$ cat src/rtl/audio_circuit.sv
// One TIA audio channel: frequency divider, mode-dependent 9-bit poly/tone register.
// Define AUDIO_VOLUME_OUT_EN to add the registered 4-bit audio_out volume port.
module audio_circuit #(
    parameter logic [8:0] POLY_INIT = 9'h1FF
) (
    input  logic        clk,
    input  logic        rst_n,
    input  logic [19:0] opcode,
`ifdef AUDIO_VOLUME_OUT_EN
    output logic [3:0]  audio_out,
`endif
    output logic [8:0]  shiftReg
);

    logic [3:0] audc;
    logic [4:0] audf;
    logic [3:0] audv;
    logic [3:0] audc_q;
    logic [4:0] div_cnt;
    logic [6:0] sub_cnt;
    logic       armed;
    logic       mode_change;
    logic       tick;
    logic       divided;
    logic [6:0] limit;
    logic       wrap;
    logic       fb4;
    logic       fb5;
    logic       fb9;
    logic [8:0] poly5_next;
    logic [8:0] shift_next;
    logic       out_bit;
    logic       unused_bits;

    assign audc = opcode[3:0];
    assign audf = opcode[8:4];
    assign audv = opcode[12:9];
    assign unused_bits = ^{opcode[19:13], audv};

    // The first edge after reset has no previous AUDC to compare against, so it
    // is never treated as a mode change; the reset mode is simply adopted.
    assign mode_change = armed && (audc != audc_q);
    assign tick        = (div_cnt >= audf);

    always_comb begin
        divided = 1'b1;
        limit   = 7'd0;
        case (audc)
            4'h6, 4'hA:       limit = 7'd30;
            4'hC, 4'hD, 4'hF: limit = 7'd2;
            4'hE:             limit = 7'd92;
            default:          divided = 1'b0;
        endcase
    end

    assign wrap = divided && (sub_cnt == limit);

    // Feedback is forced high when the active segment is all zeros to avoid lockup.
    assign fb4 = (shiftReg[3:0] == 4'd0) ? 1'b1 : (shiftReg[3] ^ shiftReg[2]);
    assign fb5 = (shiftReg[4:0] == 5'd0) ? 1'b1 : (shiftReg[4] ^ shiftReg[2]);
    assign fb9 = (shiftReg == 9'd0)      ? 1'b1 : (shiftReg[8] ^ shiftReg[4]);
    assign poly5_next = {shiftReg[8:5], shiftReg[3:0], fb5};

    always_comb begin
        shift_next = shiftReg;
        out_bit    = shiftReg[0];
        case (audc)
            4'h0, 4'hB: begin
                shift_next = POLY_INIT;
                out_bit    = 1'b1;
            end
            4'h1: begin
                shift_next = {shiftReg[8:4], shiftReg[2:0], fb4};
                out_bit    = shiftReg[3];
            end
            4'h2, 4'h3, 4'h7, 4'h9: begin
                shift_next = poly5_next;
                out_bit    = shiftReg[4];
            end
            4'h4, 4'h5: shift_next = {shiftReg[8:1], ~shiftReg[0]};
            4'h8: begin
                shift_next = {shiftReg[7:0], fb9};
                out_bit    = shiftReg[8];
            end
            4'hF: begin
                shift_next = wrap ? poly5_next : shiftReg;
                out_bit    = shiftReg[4];
            end
            default: shift_next = wrap ? {shiftReg[8:1], ~shiftReg[0]} : shiftReg;
        endcase
    end

    always_ff @(posedge clk or negedge rst_n) begin
        if (!rst_n) begin
            shiftReg <= POLY_INIT;
            div_cnt  <= 5'd0;
            sub_cnt  <= 7'd0;
            audc_q   <= 4'd0;
            armed    <= 1'b0;
        end else begin
            audc_q <= audc;
            armed  <= 1'b1;
            if (mode_change) begin
                div_cnt <= 5'd0;
                sub_cnt <= 7'd0;
            end else if (tick) begin
                div_cnt  <= 5'd0;
                shiftReg <= shift_next;
                if (divided) begin
                    sub_cnt <= wrap ? 7'd0 : sub_cnt + 7'd1;
                end
            end else begin
                div_cnt <= div_cnt + 5'd1;
            end
        end
    end

`ifdef AUDIO_VOLUME_OUT_EN
    always_ff @(posedge clk or negedge rst_n) begin
        if (!rst_n) begin
            audio_out <= 4'd0;
        end else begin
            audio_out <= out_bit ? audv : 4'd0;
        end
    end
`else
    logic unused_out;
    assign unused_out = out_bit;
`endif

endmodule

$ cat config.mk
export PLATFORM = sky130hd
export DESIGN_NAME = audio_circuit
export DESIGN_NICKNAME = d
export VERILOG_FILES = /design/src/rtl/audio_circuit.sv
export SDC_FILE = /design/constraint.sdc
export NUM_CORES = 1
export LEC_CHECK = 0
export CORE_UTILIZATION = 53
export CTS_BUF_LIST = sky130_fd_sc_hd__clkbuf_4 sky130_fd_sc_hd__clkbuf_8 sky130_fd_sc_hd__clkbuf_16
export DETAILED_ROUTE_END_ITERATION = 12
export PLACE_DENSITY_LB_ADDON = 0.08
export SYNTH_ARGS = -nofsm -noshare
export SYNTH_HDL_FRONTEND = slang
export SYNTH_SLANG_ARGS = --single-unit
$ cat constraint.sdc
create_clock -name clk -period 2.5 [get_ports clk]
set_clock_uncertainty 0.1 [all_clocks]
set_input_delay 0.25 -clock clk [delete_from_list [all_inputs] [get_ports clk]]
set_output_delay 0.25 -clock clk [all_outputs]
set_load 0.005 [all_outputs]
==> key figures <==
Status
  • Status: complete, no violations

Clock network
  • Resized Gates After CTS: 0
  • Clock slew at reported path FFs: 0.14 ns
  • Clk buf depth: 2
  • H-tree Lvls: 1
  • # clock sinks: 26
  • Later-pin clock latency in the skew report: 0.33 ns
  • Clock Root Buffer: clkbuf_4
  • Inserted Clock Buffers: 3
  • CTS tree: done
  • Post-CTS Setup Repair Bufs: 0
  • CTS Hold Bufs: 0

Power and ir drop
  • Maximum vdd drop: 0.340 mV
  • Static Leak: 0.942 nW
  • PD cells: 586 mW/mm2

Floorplanning
  • Initial cell density of the core: 0.568
  • I/O pins: 31
  • Core area: 0.00310 mm2
  • Rows: 20
  • Die width: 59.7 um
  • Die ar.: 0.00356 mm2
  • Chip height: 59.7 um

Placement
  • Port bufs: 19
  • DP HPWL: 2.83 mm
  • Placer Congestion: 0.866
  • Area after DPL: 0.00209 mm2

Worst setup path
  • Worst Path Arrival: 2.42 ns
  • Cell at the slowest stage of the critical path: dfstp_2
  • Startpoint Class: register
  • Crit-path cells: inv_1 > ha_1 > nor3b_1 > a211o_1 > and3_1 > or4_1 > mux2_4
  • Setup crit end kind: register
  • CP top delay family: simple AND/OR/NAND/NOR gates
  • Buffers & Inverters on Critical Path: 1
  • Critical path peak fanout: 5
  • Worst Setup Path Type: reg -> reg
  • Critical Path RT: 2.68 ns
  • CP max stage delay: 0.60 ns

Logic synthesis
  • Post-Syn Nets: 208
  • Ys Warns: 0
  • Syn Std Cell Area: 0.00176 mm2
  • Async S/R FF share, synth: 1.00
  • Primary FF master, synth: dfrtp_1
  • Syn_area_per_cell: 9.90 um2
  • Post-synthesis sequential area ratio: 0.376
  • Netlist cell types: 54
  • Seq cells post-synth: 26
  • Post-synth EDFFs: 0
  • Mapped Cells: 178

Routing
  • DR DRC count: 0
  • TritonRoute pass-1 iters: 4
  • Via density: 5.70
  • Via count: 1453
  • Antenna Nets Post-Route: 0
  • Routed wire length: 3.74 mm
  • Drt wl/cell: 14.7 um
  • DR iter-0 viols: 47

GRT
  • Initial antenna violation count: 0
  • First-pass GRT wire length: 6.23 mm
  • Gr usage total: 0.239
  • Vias in the first global route: 1351
  • Grt total ovfl: 0
  • Largest net degree at the start of global routing: 27

Timing
  • Final Critical Period: 2.24 ns
  • Fin crit share: 0.895
  • RSZ-0062 raised after global routing: no
  • Fmax: 447 MHz
  • Endpoints failing hold: 0
  • Setup_tns: 0 ns
  • Max Slew Vio Count: 0
  • Final Setup Violations: 0

Final layout
  • Layout Cell Area excl Fill: 0.00212 mm2
  • Share of cells above drive strength 1: 0.227
  • Area Overhead vs Synth: 20.5%
  • Layout net count: 242
  • Filler instances: 278
  • Antenna cells: 0

Min path
  • HP Class: in -> async

Job
  • Max_cap viols: 0
[sequential cells by signal, indices dropped and copies added, names as in the netlist]
signal    flops
div_cnt       5
audc_q        4
sub_cnt       7
armed         1
shiftReg      9
[kinds of logic (layout without fill, tap and decap cells)]
logic type / after synthesis / after routing / share of synthesized area
other: 1 / 1 / 0.00213
DFF: 26 / 26 / 0.376
and+or+nand+nor: 61 / 61 / 0.222
AOI/OAI and AO/OA: 43 / 43 / 0.184
adders and majority gates: 9 / 9 / 0.0625
buffers and inverters: 20 / 53 / 0.0511
xor gates and xnor gates: 7 / 7 / 0.0348
muxes: 11 / 11 / 0.0682
[worst reg2reg max path, stage by stage (launching register included)]
cell and delay [ns]:
dfstp_2 0.60, inv_1 0.07, ha_1 0.19, nor3b_1 0.16, a211o_1 0.25, and3_1 0.16
or4_1 0.39, mux2_4 0.26
[routing by layer]
metal,GRT usage,vias to the layer above,share of wire
met5,0,-,0
met4,0.0797,0,0.015
met3,0.0346,5,0.029
met2,0.371,23,0.47
met1,0.342,709,0.49
li1,-,716,-
[final cells by class]
type / count / area (um2) / share of cell area
clock buffer: 4 / 30.0 / 0.0141
inverter: 13 / 48.8 / 0.0230
multi-input combinational: 132 / 1010 / 0.476
tap: 44 / 55.1 / 0.0259
timing repair buffer: 36 / 318 / 0.150
sequential: 26 / 662 / 0.312
[final timing paths]
| check | startpoint | end | slack, ns | depth (start not counted) |
|---|---|---|---|---|
| worst max-delay path | shiftReg[2] | shiftReg[0] | 0.26 | 7 |
| worst max register to register | shiftReg[2] | shiftReg[0] | 0.26 | 7 |
| max in group asynchronous | rst_n | shiftReg[8] | 1.84 | 2 |
| worst min-delay path | rst_n | div_cnt[3] | 0.16 | 2 |
| worst min register to register | shiftReg[7] | shiftReg[7] | 0.40 | 2 |
| min in group clk | shiftReg[7] | shiftReg[7] | 0.40 | 2 |
[report_power, final]
| part | leakage (nW) | switching, mW | internal [mW] |
|---|---|---|---|
| logic | 0.605 | 0.172 | 0.241 |
| clock network | 0.0184 | 0.130 | 0.0737 |
| registers | 0.318 | 0.0891 | 0.539 |
| total | 0.942 | 0.391 | 0.854 |
[cell usage in the layout, fill, tap and decap left out, types with 2 or more instances in the layout]
| cell type | n |
|---|---|
| a211oi_1 | 5 |
| a21boi_1 | 2 |
| a21oi_1 | 12 |
| a31oi_1 | 3 |
| and3_1 | 3 |
| buf_4 | 17 |
| clkbuf_4 | 4 |
| clkdlybuf4s50_1 | 19 |
| dfrtp_1 | 17 |
| dfstp_2 | 9 |
| ha_1 | 8 |
| inv_1 | 13 |
| mux2i_1 | 8 |
| nand2_1 | 8 |
| nand3_1 | 10 |
| nand4_1 | 2 |
| nor2_1 | 10 |
| nor2b_1 | 3 |
| nor3_1 | 2 |
| o21ai_0 | 8 |
| o22ai_1 | 4 |
| or2_2 | 3 |
| or2b_1 | 2 |
| or3_1 | 4 |
| xor2_1 | 6 |
[through the flow]
| stage | setup slack, ns | instances | utilization | hold WS [ns] | power, mW |
|---|---|---|---|---|---|
| floorplan | 0.382 | 178 | - | -0.146 | 0.823 |
| global placement | 0.107 | 251 | 0.675 | 0.372 | 1.02 |
| detailed placement | 0.0661 | 251 | 0.675 | 0.381 | 1.05 |
| CTS | 0.263 | 255 | 0.684 | 0.173 | 1.25 |
| global route | 0.133 | 255 | 0.684 | 0.166 | 1.34 |
| finish | 0.263 | 255 | 0.684 | 0.162 | 1.25 |
[synthesized netlist by cell type, types with 2 or more instances]
cell type / instances / area share
nor2_1: 10 / 0.021
nand2_1: 8 / 0.017
a211oi_1: 5 / 0.021
buf_2: 3 / 0.0085
a31oi_1: 3 / 0.011
or2_2: 3 / 0.011
xor2_1: 6 / 0.030
dfrtp_1: 17 / 0.24
o22ai_1: 4 / 0.014
a21oi_1: 12 / 0.034
buf_4: 3 / 0.013
nor2b_1: 3 / 0.011
dfstp_2: 9 / 0.13
or3_1: 4 / 0.014
or2b_1: 2 / 0.0085
nor3_1: 2 / 0.0057
ha_1: 8 / 0.057
nand4_1: 2 / 0.0071
inv_1: 13 / 0.028
o21ai_0: 8 / 0.023
a21boi_1: 2 / 0.0085
nand3_1: 10 / 0.028
and3_1: 3 / 0.011
mux2i_1: 8 / 0.045
No activity file was read; power rests on OpenSTA's default activity.
